$ cat config.mk
export PLATFORM = sky130hd
export DESIGN_NAME = cdu_drive_pulser
export DESIGN_NICKNAME = d
export VERILOG_FILES = /design/src/rtl/cdu_drive_pulser.sv
export SDC_FILE = /design/constraint.sdc
export NUM_CORES = 1
export LEC_CHECK = 0
export CAP_MARGIN = 10
export CORE_MARGIN = 3
export CORE_UTILIZATION = 45
export CTS_BUF_LIST = sky130_fd_sc_hd__clkbuf_16
export DETAILED_ROUTE_END_ITERATION = 10
export GPL_ROUTABILITY_DRIVEN = 0
export PLACE_DENSITY = 0.67
export SLEW_MARGIN = 20
export SYNTH_ARGS = -nofsm -noshare
export SYNTH_HDL_FRONTEND = slang
export SYNTH_SLANG_ARGS = --single-unit
$ cat constraint.sdc
create_clock -name CLOCK -period 5.2 [get_ports CLOCK]
set_input_delay 0.52 -clock CLOCK [delete_from_list [all_inputs] [get_ports CLOCK]]
set_output_delay 0.52 -clock CLOCK [all_outputs]
set_load 0.03 [all_outputs]
$ cat src/rtl/cdu_drive_pulser.sv
// Multi-channel CDU/gyro drive-pulse generator: per-channel ones'-complement counts
// are paced out as fixed-width plus/minus pulses on each enabled rate strobe.
module cdu_drive_pulser #(
  parameter int NCH = 3,
  parameter int W   = 15,
  parameter int PW  = 2,
  localparam int SW = (NCH > 1) ? $clog2(NCH) : 1
) (
  input  logic           CLOCK,
  input  logic           rst_,
  input  logic           WE,
  input  logic [SW-1:0]  WSEL,
  input  logic [W-1:0]   WDATA,
  input  logic [NCH-1:0] EN,
  input  logic           RATE,
  input  logic [SW-1:0]  RSEL,
  output logic [W-1:0]   RDATA,
  output logic [NCH-1:0] DP,
  output logic [NCH-1:0] DM,
  output logic [NCH-1:0] BUSY,
  output logic [NCH-1:0] DONE
);

  localparam int TW = $clog2(PW + 1);
  localparam logic [W-2:0] M_ONE = (W-1)'(1);
  localparam logic [TW-1:0] T_ONE = TW'(1);
  localparam logic [TW-1:0] T_PW  = TW'(PW);

  logic [NCH-1:0] r_s;
  logic [NCH-1:0] r_ps;
  logic [NCH-1:0] r_done;
  logic [W-2:0]   r_m [NCH];
  logic [TW-1:0]  r_t [NCH];

  logic [NCH-1:0] w_ld;
  logic [NCH-1:0] w_go;

  // A coincident load on the same channel suppresses that channel's strobe.
  always_comb begin
    w_ld = '0;
    w_go = '0;
    for (int unsigned i = 0; i < NCH; i++) begin
      w_ld[i] = WE && (WSEL == SW'(i));
      w_go[i] = RATE && EN[i] && (r_m[i] != '0) && (r_t[i] == '0) && !w_ld[i];
    end
  end

  always_ff @(posedge CLOCK or negedge rst_) begin
    if (!rst_) begin
      r_s    <= '0;
      r_ps   <= '0;
      r_done <= '0;
      for (int unsigned i = 0; i < NCH; i++) begin
        r_m[i] <= '0;
        r_t[i] <= '0;
      end
    end else begin
      for (int unsigned i = 0; i < NCH; i++) begin
        r_done[i] <= w_go[i] && (r_m[i] == M_ONE);
        if (w_ld[i]) begin
          r_s[i] <= WDATA[W-1];
          r_m[i] <= WDATA[W-1] ? ~WDATA[W-2:0] : WDATA[W-2:0];
        end else if (w_go[i]) begin
          r_m[i] <= r_m[i] - M_ONE;
        end
        // Polarity is latched separately so a reload mid-pulse cannot flip it.
        if (w_go[i]) begin
          r_t[i]  <= T_PW;
          r_ps[i] <= r_s[i];
        end else if (r_t[i] != '0) begin
          r_t[i] <= r_t[i] - T_ONE;
        end
      end
    end
  end

  always_comb begin
    DP   = '0;
    DM   = '0;
    BUSY = '0;
    for (int unsigned i = 0; i < NCH; i++) begin
      DP[i]   = (r_t[i] != '0) && !r_ps[i];
      DM[i]   = (r_t[i] != '0) && r_ps[i];
      BUSY[i] = (r_m[i] != '0);
    end
    DONE = r_done;
  end

  // An exhausted negative count reads back as +0, never -0.
  always_comb begin
    RDATA = '0;
    for (int unsigned i = 0; i < NCH; i++) begin
      if (RSEL == SW'(i)) begin
        if (r_s[i] && (r_m[i] != '0)) RDATA = {1'b1, ~r_m[i]};
        else                          RDATA = {1'b0, r_m[i]};
      end
    end
  end

endmodule

==> results of run 1 <==
## stage by stage
step | cells | cell area (µm²) | setup slack, ns | hold WS, ns
floorplan | 518 | 4314 | 2.008 | 0.2244
finish | 687 | 5170 | 1.014 | 0.3403
global placement | 672 | 4893 | 1.406 | 0.4609
global route | 687 | 5170 | 0.8167 | 0.4184
CTS | 687 | 5170 | 1.016 | 0.3770
detailed placement | 672 | 4893 | 1.370 | 0.4829
## flip-flops by register name, indices dropped and copies added (netlist names)
signal	flops
DONE	3
r_ps	3
r_m	42
r_s	3
r_t	6
## cell type report
type	instances	area, µm²	area share, %
inverters	23	88.84	1.718
clock buffers	9	225.2	4.356
multi-input cells	407	2671	51.67
repair buffers	56	545.5	10.55
flip-flops and latches	57	1426	27.59
clock inverters	6	51.30	0.9923
well taps	129	161.4	3.122
## logic make-up (layout without fill, tap and decap cells)
family / count (synthesis) / count (layout)
AOI/OAI and AO/OA: 108 / 108
xor gates and xnor gates: 62 / 62
adders and majority gates: 12 / 12
buffers and inverters: 54 / 94
DFF: 57 / 57
muxes: 12 / 12
and+or+nand+nor: 213 / 213
## worst paths after layout
kind	slack (ns)	startpoint	cells after the start	to
worst max register to register	2.53	r_m[14]$_DFFE_PN0P_	8	r_ps[1]$_DFFE_PN0P_
worst min-delay path	0.34	rst_	2	r_m[9]$_DFFE_PN0P_
worst min register to register	0.48	r_t[0]$_DFFE_PN0P_	1	r_t[0]$_DFFE_PN0P_
worst max-delay path	1.01	r_m[14]$_DFFE_PN0P_	9	RDATA[8]
min in group CLOCK	0.48	r_t[0]$_DFFE_PN0P_	1	r_t[0]$_DFFE_PN0P_
max in group asynchronous	4.37	rst_	2	r_s[1]$_DFFE_PN0P_
## power breakdown
group          switching [mW]  internal (mW)  total [mW]
combinational           0.576          0.427        1.00
sequential              0.224          0.583       0.807
clock                   0.198          0.360       0.559
## placed cells by master, fill, tap and decap left out, types with 5 or more instances in the layout
| cell | instances |
|---|---|
| nor4_1 | 22 |
| nor2_1 | 32 |
| xnor2_1 | 29 |
| dfrtp_1 | 57 |
| clkdlybuf4s50_1 | 51 |
| inv_1 | 23 |
| o21ai_0 | 47 |
| nor3_1 | 19 |
| nand3_1 | 17 |
| clkbuf_16 | 9 |
| o211ai_1 | 5 |
| nand2_1 | 64 |
| mux2i_1 | 8 |
| nor2b_1 | 6 |
| xor2_1 | 33 |
| a31oi_1 | 5 |
| a21oi_1 | 23 |
| ha_1 | 12 |
| or4_1 | 11 |
## metal layers
metal	part of all wire, %	GRT usage [%]	up-vias
met5	0	0	-
met4	2.5	8.452	0
met3	8.1	4.966	27
met2	46	38.39	206
met1	44	33.03	1926
li1	-	-	1921
==> flow_metrics.py, run 1 <==
metrics = {
    "outcome": {
        "status": "finished, final reports clean",
    },
    "worst_setup_path": {
        "crit_buf_inv": 3,
        "crit_arrival_ns": 3.67,
        "critPathTopFamily": "simple AND/OR/NAND/NOR gates",
        "critPathLaunchType": "flip-flop",
        "required_ns": 4.68,
        "crit_path_end_kind": "output pin",
        "crit_type": "reg2out",
        "cp_cell_sequence": "inv_1 > ha_1 > nor4b_1 > nor4b_4 > inv_4 > nand2_8 > mux2i_1 > nor3_1 > clkdlybuf4s50_1",
        "path_max_fanout": 9,
        "slowest_delay_ns": 0.74,
        "cpMaxStageDelayCell": "clkdlybuf4s50_1",
    },
    "synth": {
        "synth_mux_area_share_pct": 2.900,
        "synth_edf_count": 0,
        "synth_xor_area_share_pct": 12.59,
        "synth_top_area_share_pct": 33.06,
        "synth_seq_cells": 57,
        "yosysWarnings": 0,
        "async_flop_share_pct": 100.0,
        "synth-compound-area-share_pct": 15.92,
        "synth_area_leaders": "dfrtp_1, xor2_1, xnor2_1",
        "synthCells": 518,
        "synth_fp_nets": 556,
        "synth_top_family_by_area": "simple AND/OR/NAND/NOR gates",
        "synth_most_common_cell": "nand2_1",
        "synth_sequential_area_ratio_pct": 33.06,
        "syn_area_per_cell_um2": 8.328,
        "yosys.area.top_type": "dfrtp_1",
        "synth_fa_ha_area_share_pct": 3.480,
        "synth.distinct_cells": 62,
        "yosys_most_used_dff": "dfrtp_1",
        "synth-simple-area-share_pct": 26.91,
        "synth_common_cells": "nand2_1, dfrtp_1, o21ai_0",
        "netlist_area_um2": 4314,
    },
    "run": {
        "maxCapViolCount": 0,
    },
    "finish": {
        "area_growth_pct": 19.84,
        "fin_util_pct": 55.69,
        "diodes": 0,
        "layout-drive-gt1-share_pct": 7.168,
        "fillers": 874,
        "nets": 592,
    },
    "detailed_routing": {
        "drt_iter0_drc": 422,
        "wl_per_cell_um": 18.92,
        "firstDrtPassIters": 6,
        "routed_wl_um": 13000,
        "drcViolationCount": 0,
        "postRouteAntennaNets": 0,
        "viasPerCell": 5.939,
        "via_count": 4080,
    },
    "power": {
        "p_per_area_nw_per_um2": 458.3,
        "vdd_drop_max_v": 0.0001846,
        "total_power_mw": 2.369,
        "p_leak_nw": 1.993,
    },
    "floorplan": {
        "die_x_um": 103.9,
        "die_h_um": 103.9,
        "start_util_pct": 46.47,
        "coreArea_um2": 9284,
        "ios": 53,
        "die-area_um2": 10800,
        "placementRows": 35,
    },
    "clocking": {
        "cts_made_buffers": 9,
        "cts.root.buffer_cell": "clkbuf_16",
        "holdBufCountCts": 0,
        "clkSinkCount": 57,
        "path_clk_slew_ns": 0.05,
        "clockBufferDepth": 2,
        "cts_resized": 0,
        "cts_tree": "done",
        "htreeDepth": 3,
        "post-cts-setup-buffer-count": 0,
        "clk_latency_ns": 0.33,
    },
    "placed_design": {
        "dpl.hpwl_um": 9629,
        "io_buffers": 52,
    },
    "global_route": {
        "grt_antenna_before_repair": 0,
        "grt_pass1_vias": 3838,
        "gr-total-overflow": 0,
        "grt_pass1_wl_um": 20860,
        "track_usage_pct": 24.24,
        "grt_max_degree": 58,
    },
    "sta": {
        "tightest_slew_ns": 0.9361,
        "rsz0062_at_grt": "no",
        "fin_crit_sh_pct": 80.50,
        "setup_violations": 0,
        "finalMaxSlewViolations": 0,
        "fin_tns_setup_ns": 0,
        "maxSlewHeadroom_pct": 37.40,
        "fin_crit_ns": 4.186,
        "max_clock_freq_mhz": 238.9,
        "hold_viol": 0,
        "fin_skew_ns": 0.007415,
    },
    "worst_hold_path": {
        "hold_class": "in2async",
    },
}
(Power assumes the default switching activity.)
==> inputs of run 2 (changes only) <==
PLACE_DENSITY = 0.69   (was 0.67)
clock period = 3.4 ns   (was 5.2 ns; I/O delays follow)
==> flow_metrics.py, run 2 (synthesized netlist as in run 1, its figures left out) <==
metrics = {
    "outcome": {
        "status": "finished, final reports clean",
    },
    "sta": {
        "worst_slack_ns": 0.1418,
        "finalMaxSlewViolations": 0,
        "fin_crit_ns": 3.258,
        "fin_skew_ns": 0.008026,
        "rsz0062_at_grt": "no",
        "fin_crit_sh_pct": 95.83,
        "maxSlewHeadroom_pct": 44.51,
        "fin_tns_setup_ns": 0,
        "hold_viol": 0,
        "timing.hold.ws_ns": 0.006857,
        "tightest_slew_ns": 0.8296,
        "setup_violations": 0,
        "max_clock_freq_mhz": 306.9,
    },
    "global_route": {
        "grt_max_degree": 34,
        "track_usage_pct": 25.60,
        "grt_pass1_wl_um": 21680,
        "grt_antenna_before_repair": 0,
        "gr-total-overflow": 0,
        "grt_pass1_vias": 3983,
    },
    "worst_setup_path": {
        "required_ns": 3.06,
        "crit_buf_inv": 4,
        "cpMaxStageDelayCell": "or3b_2",
        "slowest_delay_ns": 0.49,
        "critPathTopFamily": "simple AND/OR/NAND/NOR gates",
        "crit_arrival_ns": 2.92,
        "crit_type": "reg2out",
        "cp_cell_sequence": "inv_1 > ha_1 > or3b_2 > nor4_1 > buf_4 > inv_1 > a21oi_1 > a21oi_1 > o32a_1 > buf_4",
        "crit_path_end_kind": "output pin",
        "critPathLaunchType": "flip-flop",
        "path_max_fanout": 10,
    },
    "detailed_routing": {
        "postRouteAntennaNets": 0,
        "via_count": 4224,
        "drcViolationCount": 0,
        "firstDrtPassIters": 5,
        "viasPerCell": 5.883,
        "routed_wl_um": 13570,
        "drt_iter0_drc": 564,
        "wl_per_cell_um": 18.90,
    },
    "clocking": {
        "cts_tree": "done",
        "cts_made_buffers": 9,
        "clockBufferDepth": 2,
        "cts.root.buffer_cell": "clkbuf_16",
        "clk_latency_ns": 0.33,
        "clkSinkCount": 57,
        "post-cts-setup-buffer-count": 0,
        "path_clk_slew_ns": 0.05,
        "htreeDepth": 3,
    },
    "power": {
        "combPwrFrac_pct": 47.5,
        "power_frac_clock_pct": 22.8,
        "seq_power_share_pct": 29.7,
        "switchingPower_mw": 1.574,
        "vdd_drop_max_v": 0.0002861,
        "p_per_area_nw_per_um2": 696.0,
        "p_leak_nw": 2.199,
        "p_int_mw": 2.192,
        "p_sw_share_pct": 41.79,
    },
    "finish": {
        "layout-drive-gt1-share_pct": 13.41,
        "fin_cells": 718,
        "layout_commonest_cell": "nand2_1",
        "largest_reg_flops": 42,
        "final_cell_mix": "nand2_1, dfrtp_1, o21ai_0",
        "top_regs": "r_m (42), r_t (6)",
        "largest_register": "r_m",
        "fillers": 872,
        "area_growth_pct": 25.44,
        "nets": 624,
        "diodes": 0,
    },
    "floorplan": {
        "die_x_um": 103.9,
        "die-area_um2": 10800,
        "start_util_pct": 46.47,
        "die_h_um": 103.9,
        "coreArea_um2": 9284,
        "placementRows": 35,
        "ios": 53,
    },
    "placed_design": {
        "dp_slack_ns": 0.2775,
        "io_buffers": 52,
        "dpl.hpwl_um": 10360,
        "dp.cells": 704,
    },
    "worst_hold_path": {
        "hold_class": "in2async",
    },
    "run": {
        "maxCapViolCount": 0,
    },
}
-- run 2: cell count changes in the layout (fill, tap and decap cells not counted), moves of 2 or more --
cell / delta
buf_4: +36
clkdlybuf4s50_1: -13
dlygate4sd2_1: +6
dlymetal6s2s_1: +2
-- run 2: cell type report --
type	instances	area, µm²	area share, %
inverter	23	88.84	1.642
timing repair buffer	88	783.3	14.47
sequential	57	1426	26.36
clock buffer	9	225.2	4.162
clock inverter	5	48.80	0.9017
multi-input combinational	407	2678	49.48
tap	129	161.4	2.983
-- run 2: what timing repair did --
action                                  4_1_cts  5_1_grt
endpoints found under the setup margin        7        2
hold buffers                                  0        0
resized for setup                             7        2
-- run 2: metrics by stage --
stage | area, µm² | utilization (%) | total power, mW
5_1_grt | 5411 | 58.29 | 3.990
3_3_place_gp | 5134 | 55.30 | 2.852
6_report | 5411 | 58.29 | 3.766
3_5_place_dp | 5134 | 55.30 | 2.903
4_1_cts | 5406 | 58.23 | 3.758
2_1_floorplan | 4314 | - | 2.225
-- run 2: final timing paths --
path	to	from	cells past startpoint	slack [ns]
setup / recovery	RDATA[13]	r_m[1]$_DFFE_PN0P_	10	0.14
hold / removal	r_m[7]$_DFFE_PN0P_	rst_	1	0.007
setup reg to reg	r_ps[2]$_DFFE_PN0P_	r_m[1]$_DFFE_PN0P_	8	0.87
hold reg to reg	r_t[0]$_DFFE_PN0P_	r_t[0]$_DFFE_PN0P_	1	0.48
max in group asynchronous	r_m[32]$_DFFE_PN0P_	rst_	2	2.52
min in group CLOCK	r_t[0]$_DFFE_PN0P_	r_t[0]$_DFFE_PN0P_	1	0.48
-- run 2: per-layer routing --
metal	vias up	global-route usage, %	wire length (µm)
met1	1980	36.00	5919
met5	-	0	0
met2	212	36.68	5710
met4	0	15.00	734
li1	1989	-	-
met3	43	4.655	1205
-- run 2: power groups by stage --
stage	clock (mW)	sequential [mW]	combinational (mW)
after global routing	0.893	1.14	1.95
after global placement	0	1.11	1.74
after CTS	0.867	1.11	1.78
after floorplan	0	1.08	1.15
final	0.860	1.12	1.79
after detailed placement	0	1.11	1.79
==> inputs of run 3 (changes only) <==
ABC_AREA = 1   (was unset)
CELL_PAD_IN_SITES_DETAIL_PLACEMENT = 1   (was unset)
CELL_PAD_IN_SITES_GLOBAL_PLACEMENT = 1   (was unset)
CORE_UTILIZATION = 36   (was 45)
PLACE_DENSITY = 0.77   (was 0.69)
==> flow_metrics.py, run 3 <==
metrics = {
    "global_route": {
        "grt_use_met3_pct": 5.706,
        "met2_usage_pct": 40.71,
        "grt.busiest_layer": "met2",
        "grt_max_degree": 40,
        "grt_pass1_vias": 5336,
        "gr-total-overflow": 0,
        "grt_pass1_wl_um": 28750,
        "grt_antenna_before_repair": 0,
        "track_usage_pct": 25.78,
        "grtUsageMet1_pct": 33.91,
    },
    "power": {
        "power_frac_clock_pct": 16.9,
        "combPwrFrac_pct": 53.5,
        "switchingPower_mw": 2.344,
        "seq_power_share_pct": 29.6,
        "p_leak_nw": 2.826,
        "p_per_area_nw_per_um2": 826.4,
        "p_int_mw": 2.317,
        "vdd_drop_max_v": 0.0004400,
        "p_sw_share_pct": 50.29,
    },
    "synth": {
        "synth_fp_nets": 787,
        "synth_mux_area_share_pct": 0.2129,
        "netlist_area_um2": 4702,
        "synth-simple-area-share_pct": 46.22,
        "synth_seq_cells": 57,
        "synth_edf_count": 0,
        "synth-compound-area-share_pct": 5.003,
        "synth_sequential_area_ratio_pct": 30.34,
        "synth.distinct_cells": 29,
        "synth_common_cells": "nand2_1, nand3_1, nor2_1",
        "yosysWarnings": 0,
        "syn_area_per_cell_um2": 6.278,
        "yosys.area.top_type": "dfrtp_1",
        "synth_area_leaders": "dfrtp_1, nand3_1, nand2_1",
        "synthCells": 749,
        "async_flop_share_pct": 100.0,
        "yosys_most_used_dff": "dfrtp_1",
        "synth_top_area_share_pct": 30.34,
        "synth_top_family_by_area": "simple AND/OR/NAND/NOR gates",
        "synth_most_common_cell": "nand2_1",
        "synth_fa_ha_area_share_pct": 3.193,
        "synth_xor_area_share_pct": 5.216,
    },
    "detailed_routing": {
        "drt_iter0_drc": 387,
        "firstDrtPassIters": 5,
        "wl_per_cell_um": 18.53,
        "routed_wl_um": 17960,
        "drcViolationCount": 0,
        "via_count": 5232,
        "viasPerCell": 5.399,
        "postRouteAntennaNets": 0,
    },
    "sta": {
        "maxSlewHeadroom_pct": 50.74,
        "fin_tns_setup_ns": 0,
        "timing.hold.ws_ns": 0.006996,
        "tightest_slew_ns": 0.7337,
        "rsz0062_at_grt": "no",
        "setup_violations": 0,
        "worst_slack_ns": 0.2299,
        "fin_crit_sh_pct": 93.24,
        "fin_skew_ns": 0.007154,
        "finalMaxSlewViolations": 0,
        "max_clock_freq_mhz": 315.4,
        "hold_viol": 0,
        "fin_crit_ns": 3.170,
    },
    "worst_setup_path": {
        "crit_buf_inv": 1,
        "crit_arrival_ns": 2.83,
        "crit_path_end_kind": "output pin",
        "crit_path_start": "r_m[8]$_DFFE_PN0P_",
        "cp_cell_sequence": "nor2_1 > nand2_1 > nor2_1 > nand2_2 > nand2_2 > nand2_1 > nand3_1 > nand3_1 > clkdlybuf4s50_1",
        "required_ns": 3.06,
        "crit_type": "reg2out",
        "critPathTopFamily": "simple AND/OR/NAND/NOR gates",
        "slowest_delay_ns": 0.60,
        "critPathLaunchType": "flip-flop",
        "reg2reg_from": "r_m[8]$_DFFE_PN0P_",
        "path_max_fanout": 17,
        "cpMaxStageDelayCell": "clkdlybuf4s50_1",
    },
    "worst_hold_path": {
        "hold_class": "in2async",
    },
    "clocking": {
        "cts.root.buffer_cell": "clkbuf_16",
        "holdBufCountCts": 0,
        "htreeDepth": 3,
        "cts_tree": "done",
        "clockBufferDepth": 2,
        "path_clk_slew_ns": 0.05,
        "cts_resized": 0,
        "clk_latency_ns": 0.34,
        "cts_made_buffers": 9,
        "post-cts-setup-buffer-count": 0,
        "clkSinkCount": 57,
    },
    "placed_design": {
        "io_buffers": 52,
        "dpl.hpwl_um": 13530,
        "dp_slack_ns": 0.5425,
    },
    "finish": {
        "fillers": 1728,
        "largest_register": "r_m",
        "seq_area_um2": 1426,
        "diodes": 0,
        "multi_input_area_um2": 2824,
        "top_regs": "r_m (42), r_t (6)",
        "layout-drive-gt1-share_pct": 6.399,
        "nets": 833,
        "final_cell_mix": "nand2_1, nand3_1, inv_1, nor2_1, dfrtp_1",
        "largest_reg_flops": 42,
        "area_growth_pct": 19.96,
        "layout_commonest_cell": "nand2_1",
    },
    "floorplan": {
        "die_x_um": 120.3,
        "ios": 53,
        "placementRows": 41,
        "die_h_um": 120.3,
        "die-area_um2": 14470,
        "coreArea_um2": 12670,
        "start_util_pct": 37.11,
    },
    "outcome": {
        "status": "finished, final reports clean",
    },
    "run": {
        "maxCapViolCount": 0,
    },
}
[run 3: cell types whose count changed after synthesis, moves of 22 or more]
cell / change
inv_1: +60
nand3_1: +146
xnor2_1: -26
nor2_1: +51
nor4_1: -22
nand2_1: +151
[run 3: logic make-up after synthesis]
| logic type | after synthesis |
|---|---|
| AND/OR/NAND/NOR | 493 |
| buffers and inverters | 113 |
| flip-flops | 57 |
| AO/OA/AOI/OAI | 45 |
| XOR/XNOR | 28 |
| adder cells (fa/ha/maj) | 12 |
| multiplexers | 1 |
[run 3: per-stage QoR]
step	instance area, µm²	util (%)	power, mW	cells
after floorplan	4702	-	3.020	749
after global placement	5363	42.32	3.723	955
after detailed placement	5363	42.32	3.856	955
after CTS	5603	44.22	4.672	968
after global routing	5640	44.51	5.075	969
final	5640	44.51	4.661	969
[run 3: worst paths after layout]
check                                      end  slack (ns)  depth (start not counted)
hold reg to reg             r_t[4]$_DFFE_PN0P_        0.53                          2
hold / removal             r_m[17]$_DFFE_PN0P_       0.007                          1
min in group CLOCK          r_t[4]$_DFFE_PN0P_        0.53                          2
setup / recovery                     RDATA[12]        0.23                          9
setup reg to reg            r_m[1]$_DFFE_PN0P_        1.32                          9
max in group asynchronous  r_m[32]$_DFFE_PN0P_        2.52                          3
[run 3: metal layers]
metal | part of all wire (%) | up-vias
met5 | 0 | -
met4 | 4.4 | 0
met3 | 5.2 | 47
met2 | 46 | 143
met1 | 44 | 2567
li1 | - | 2475
[run 3: power groups by stage]
| stage | registers (mW) | logic [mW] | clock network (mW) |
|---|---|---|---|
| CTS | 1.37 | 2.50 | 0.803 |
| global route | 1.42 | 2.82 | 0.834 |
| floorplan | 1.23 | 1.79 | 0 |
| detailed placement | 1.37 | 2.49 | 0 |
| global placement | 1.35 | 2.37 | 0 |
| finish | 1.38 | 2.49 | 0.789 |
[run 3: layout make-up]
cell class              instances  share of cell area (%)
repair buffers                 62                   10.83
clock buffers                   9                   3.993
clock inverters                 4                  0.2662
flip-flops and latches         57                   25.29
well taps                     172                   3.815
inverters                      86                   5.745
multi-input cells             579                   50.07
